===== src/rtl/input_port.sv =====
// -----------------------------------------------------------------------------
// input_port
//   Input-side counterpart of the processor output register. Samples WORD_W
//   asynchronous external lines (switches/buttons), brings them into the clk
//   domain through a two-flop synchroniser, debounces the whole word with one
//   shared counter, and presents the accepted word to the processor datapath.
//   New data is flagged by ready and a sticky per-bit change mask. The
//   processor acknowledges with a one-cycle RE read strobe.
//
// Ports
//   clk       in   1       system clock, all state updates on posedge
//   n_reset   in   1       asynchronous active-low reset
//   switches  in   WORD_W  raw external inputs, asynchronous to clk
//   RE        in   1       read strobe from the processor (one-cycle pulse)
//   Rdata     out  WORD_W  debounced stable word, straight from a register
//   ready     out  1       an accepted value exists that has not been read
//   changed   out  WORD_W  sticky mask of bits toggled since the last read
// -----------------------------------------------------------------------------
module input_port #(
    parameter int WORD_W          = 16,
    parameter int DEBOUNCE_CYCLES = 4
) (
    input  logic              clk,
    input  logic              n_reset,
    input  logic [WORD_W-1:0] switches,
    input  logic              RE,
    output logic [WORD_W-1:0] Rdata,
    output logic              ready,
    output logic [WORD_W-1:0] changed
);

    // Counter wide enough to hold DEBOUNCE_CYCLES, never narrower than 1 bit.
    localparam int CNT_W_RAW = $clog2(DEBOUNCE_CYCLES + 1);
    localparam int CNT_W     = (CNT_W_RAW < 1) ? 1 : CNT_W_RAW;
    localparam logic [CNT_W-1:0] CNT_MAX = CNT_W'(DEBOUNCE_CYCLES - 1);

    logic [WORD_W-1:0] sync1_q;
    logic [WORD_W-1:0] sync2_q;
    logic [WORD_W-1:0] cand_q;
    logic [WORD_W-1:0] cand_d;
    logic [CNT_W-1:0]  cnt_q;
    logic [CNT_W-1:0]  cnt_d;
    logic [WORD_W-1:0] stable_q;
    logic [WORD_W-1:0] stable_d;
    logic              ready_q;
    logic              ready_d;
    logic [WORD_W-1:0] changed_q;
    logic [WORD_W-1:0] changed_d;
    logic              event_s;
    logic [WORD_W-1:0] diff_s;

    // Debounce decision: restart on any change, count while steady, accept on saturation.
    always_comb begin
        cand_d   = cand_q;
        cnt_d    = cnt_q;
        stable_d = stable_q;
        event_s  = 1'b0;
        diff_s   = {WORD_W{1'b0}};
        if (sync2_q != cand_q) begin
            // Any movement of the synchronised word restarts the whole count,
            // so an intermediate bounce value can never reach stable.
            cand_d = sync2_q;
            cnt_d  = {CNT_W{1'b0}};
        end else if (cnt_q != CNT_MAX) begin
            cnt_d = cnt_q + CNT_W'(1);
        end else begin
            // Saturated: counter holds, re-accepting the same value is a no-op.
            stable_d = cand_q;
            if (cand_q != stable_q) begin
                event_s = 1'b1;
                diff_s  = cand_q ^ stable_q;
            end else begin
                event_s = 1'b0;
                diff_s  = {WORD_W{1'b0}};
            end
        end
    end

    // Handshake flags: a new update beats a simultaneous read.
    always_comb begin
        if (event_s) begin
            ready_d = 1'b1;
        end else if (RE) begin
            ready_d = 1'b0;
        end else begin
            ready_d = ready_q;
        end
        changed_d = (RE ? {WORD_W{1'b0}} : changed_q) | diff_s;
    end

    // State registers: synchroniser, debounce state and processor-visible flags.
    always_ff @(posedge clk or negedge n_reset) begin
        if (!n_reset) begin
            sync1_q   <= {WORD_W{1'b0}};
            sync2_q   <= {WORD_W{1'b0}};
            cand_q    <= {WORD_W{1'b0}};
            cnt_q     <= {CNT_W{1'b0}};
            stable_q  <= {WORD_W{1'b0}};
            ready_q   <= 1'b0;
            changed_q <= {WORD_W{1'b0}};
        end else begin
            sync1_q   <= switches;
            sync2_q   <= sync1_q;
            cand_q    <= cand_d;
            cnt_q     <= cnt_d;
            stable_q  <= stable_d;
            ready_q   <= ready_d;
            changed_q <= changed_d;
        end
    end

    assign Rdata   = stable_q;
    assign ready   = ready_q;
    assign changed = changed_q;

endmodule


===== config.mk =====
export PLATFORM = sky130hd
export DESIGN_NAME = input_port
export DESIGN_NICKNAME = d
export VERILOG_FILES = /design/src/rtl/input_port.sv
export SDC_FILE = /design/constraint.sdc
export NUM_CORES = 1
export LEC_CHECK = 0
export CORE_ASPECT_RATIO = 1.2
export CORE_UTILIZATION = 45
export CTS_BUF_LIST = sky130_fd_sc_hd__clkbuf_4 sky130_fd_sc_hd__clkbuf_8 sky130_fd_sc_hd__clkbuf_16
export CTS_CLUSTER_SIZE = 30
export DETAILED_ROUTE_END_ITERATION = 6
export GPL_ROUTABILITY_DRIVEN = 0
export PLACE_DENSITY = 0.72
export SLEW_MARGIN = 10
export SYNTH_ARGS = -nofsm -noshare
export SYNTH_HDL_FRONTEND = slang
export SYNTH_SLANG_ARGS = --single-unit

===== constraint.sdc =====
create_clock -name clk -period 1.98 [get_ports clk]
set_input_delay 0.297 -clock clk [delete_from_list [all_inputs] [get_ports clk]]
set_output_delay 0.297 -clock clk [all_outputs]
set_load 0.02 [all_outputs]

==> flow_summary.yaml <==
status:
  status: "complete, but fails checks"
  failed_checks: "setup timing"
critical_path:
  startpoint_type: "flip-flop"
  slowest_stage: "dfrtp_1"
  regToRegSetupSlack_ps: -10
  r2r_cells: 7
  crit_type: "reg2reg"
  endpoint_kind: "flip-flop"
  worstPathMaxFanout: 11
  reg2reg_from: "cand_q[11]"
  crit_required_ps: 2210
  startpoint: "cand_q[11]"
  cp.arrival_ps: 2220
  crit_path_cell_trace: "xor2_1 -> nor4_2 -> buf_4 -> nand4_1 -> or2_4 -> clkbuf_16 -> mux2_4"
  critPathMaxStageDelay_ps: 410
yosys:
  syn-num-nets: 231
  ys_types: 18
  ys_warn_count: 0
  ys.flop_type: "dfrtp_1"
  synth_most_common_cell: "dfrtp_1"
  ys_seq_area_frac: 0.692
  syn-cell-area_sq_um: 3040
  synth_top_area_frac: 0.692
  synth-seq-cells: 84
  synth_async_sr_flop_share: 1.00
  syn_inst: 210
  syn_area_per_cell_sq_um: 14.5
  synthTopCellsByArea: "dfrtp_1, mux2_4, xor2_1, xnor2_1, o22ai_1"
  synth_edf_count: 0
  yosys.area.top_type: "dfrtp_1"
  synth_commonest_cells: "dfrtp_1, inv_1, clkbuf_1, o22ai_1, xor2_1"
grt:
  antenna_found_initial: 0
  grt_max_degree: 49
  grtUsageTotal: 0.149
  overflow: 0
  grt_pass1_wl_mm: 7.85
  first_global_vias: 1635
detailed_routing:
  wl_per_cell_microns: 13.5
  drtIter0Drc: 65
  drc: 0
  vias_per_cell: 4.65
  first_pass_iters: 4
  vias: 1652
  antenna_left: 0
  finalWirelength_mm: 4.79
sta:
  skew_ps: 10.2
  postLayoutSetupSlackWorst_ps: -13.7
  rsz0062_at_grt: "yes"
  hold_slack_ps: 351
  fmax_mhz: 502
  finalSetupViolations: 9
  hold_viol_final: 0
  slew_violations: 0
  relSlewSlack: 0.434
  finalCritPeriodShare: 1.01
  worst_slew_pin_slew_ps: 846
  period_minus_slack_ps: 1990
finish:
  drive_gt1_frac: 0.233
  seq_area_sq_um: 2100
  area_growth_pct: 32.2
  final_cell_area_sq_um: 4020
  n_fill_cell: 505
  multi_input_comb_area_sq_um: 841
  antenna_cells: 0
  final_nets: 286
clock_network:
  clock_sinks: 84
  path_clk_slew_ps: 80
  cts_made_buffers: 9
  htreeDepth: 3
  clk_latency_ps: 340
  root_buffer: "clkbuf_8"
  cts_tree: "yes"
  cts_buffer_depth: 2
die:
  fp.dieW_microns: 77.0
  start_util: 0.469
  die-area_sq_um: 7090
  rows: 32
  die_h_microns: 92.0
  io_pins: 52
  core_area_sq_um: 6490
hold_path:
  hold_path_class: "reg2reg"
  hold_start: "sync1_q[1]"
  min_path_cells: 0
pwr:
  p_sw_frac: 0.215
  power.share.sequential: 0.551
  netSwitchingPower_uw: 700
  p_int_mw: 2.56
  peakVddDrop_v: 0.000640
  pwr-share-clk: 0.404
  leakage_nw: 1.78
  p_comb_frac: 0.045
  p_per_area_nw_per_um2: 811
run:
  drv_cap: 0
placed_design:
  hpwlAfterDp_mm: 3.20
  portBuffers: 51
  placed_area_sq_um: 3640
[power groups by stage]
stage / clock (mW) / sequential [mW] / combinational (mW)
finish: 1.31 / 1.80 / 0.148
global route: 1.42 / 1.80 / 0.167
CTS: 1.35 / 1.80 / 0.142
detailed placement: 0 / 1.83 / 0.138
global placement: 0 / 1.83 / 0.138
floorplan: 0 / 1.83 / 0.0552
[kinds of logic after synthesis]
group / Yosys count / share of synthesized area
multiplexers: 17 / 0.0774
AND/OR/NAND/NOR: 15 / 0.0276
XOR/XNOR: 33 / 0.0951
buffers and inverters: 41 / 0.0634
flip-flops: 84 / 0.692
AO/OA/AOI/OAI: 18 / 0.0366
adder cells (fa/ha/maj): 2 / 0.00823
[worst paths after layout]
| path | to |
|---|---|
| max | Rdata[5] |
| min | sync2_q[1] |
| max reg2reg | Rdata[5] |
| min reg2reg | sync2_q[1] |
| max in group asynchronous | cand_q[2] |
| min in group asynchronous | Rdata[7] |
[critical path, delay by kind of cell, from the launching register on]
kind          cells  cell delay [ps]
flops             1              410
buf+inv           2              330
xor+xnor          1              180
simple gates      3              700
mux               1              290
[routing by layer]
layer,track usage,share of wire,vias up
met5,0,0,-
met1,0.194,0.43,809
met2,0.221,0.50,41
li1,-,-,790
met4,0.102,0.031,0
met3,0.0338,0.032,12
[per-stage QoR]
| step | TNS [ps] | std cells | worst slack [ps] | util | total power [mW] |
|---|---|---|---|---|---|
| finish | -37.0 | 355 | -13.7 | 0.619 | 3.26 |
| global placement | -232 | 335 | -20.7 | 0.561 | 1.97 |
| floorplan | 0 | 210 | 84.9 | - | 1.88 |
| detailed placement | -1320 | 335 | -76.1 | 0.561 | 1.97 |
| global route | -3360 | 355 | -145 | 0.619 | 3.39 |
| CTS | -107 | 352 | -21.4 | 0.598 | 3.29 |
[sequential cells by signal (all words and copies together), names as in the netlist]
register / flops
cand_q: 16
ready: 1
cnt_q: 3
sync2_q: 16
sync1_q: 16
Rdata: 16
changed: 16
[layout make-up]
| type | count | share of cell area |
|---|---|---|
| Clock buffer | 9 | 0.0308 |
| Clock inverter | 7 | 0.0246 |
| Inverter | 19 | 0.0178 |
| Multi-Input combinational cell | 85 | 0.209 |
| Sequential cell | 84 | 0.523 |
| Tap cell | 85 | 0.0265 |
| Timing Repair Buffer | 66 | 0.168 |
[what timing repair did]
action / in CTS / in global routing
hold buffers: 1 / 0
setup buffers: 0 / 2
cloned: 0 / 1
endpoints found under the hold margin: 36 / 0
pin swaps: 0 / 2
setup endpoints to repair: 29 / 29
gates resized for setup: 1 / 17
[layout by cell type (no fill, tap or decap), types with 2 or more instances in the layout]
cell	netlist	routed
dfrtp_1	84	84
clkdlybuf4s50_1	0	50
inv_1	19	19
xor2_1	17	17
xnor2_1	16	16
o22ai_2	0	13
mux2_4	12	12
buf_4	0	11
clkbuf_8	0	9
nand4_1	5	5
o22ai_1	17	4
nor2_1	4	4
mux2_2	4	4
nor4_1	5	3
nor4_2	0	2
ha_1	2	2
bufinv_16	0	2
clkinv_2	0	2
buf_12	1	2
(Power assumes the default switching activity.)
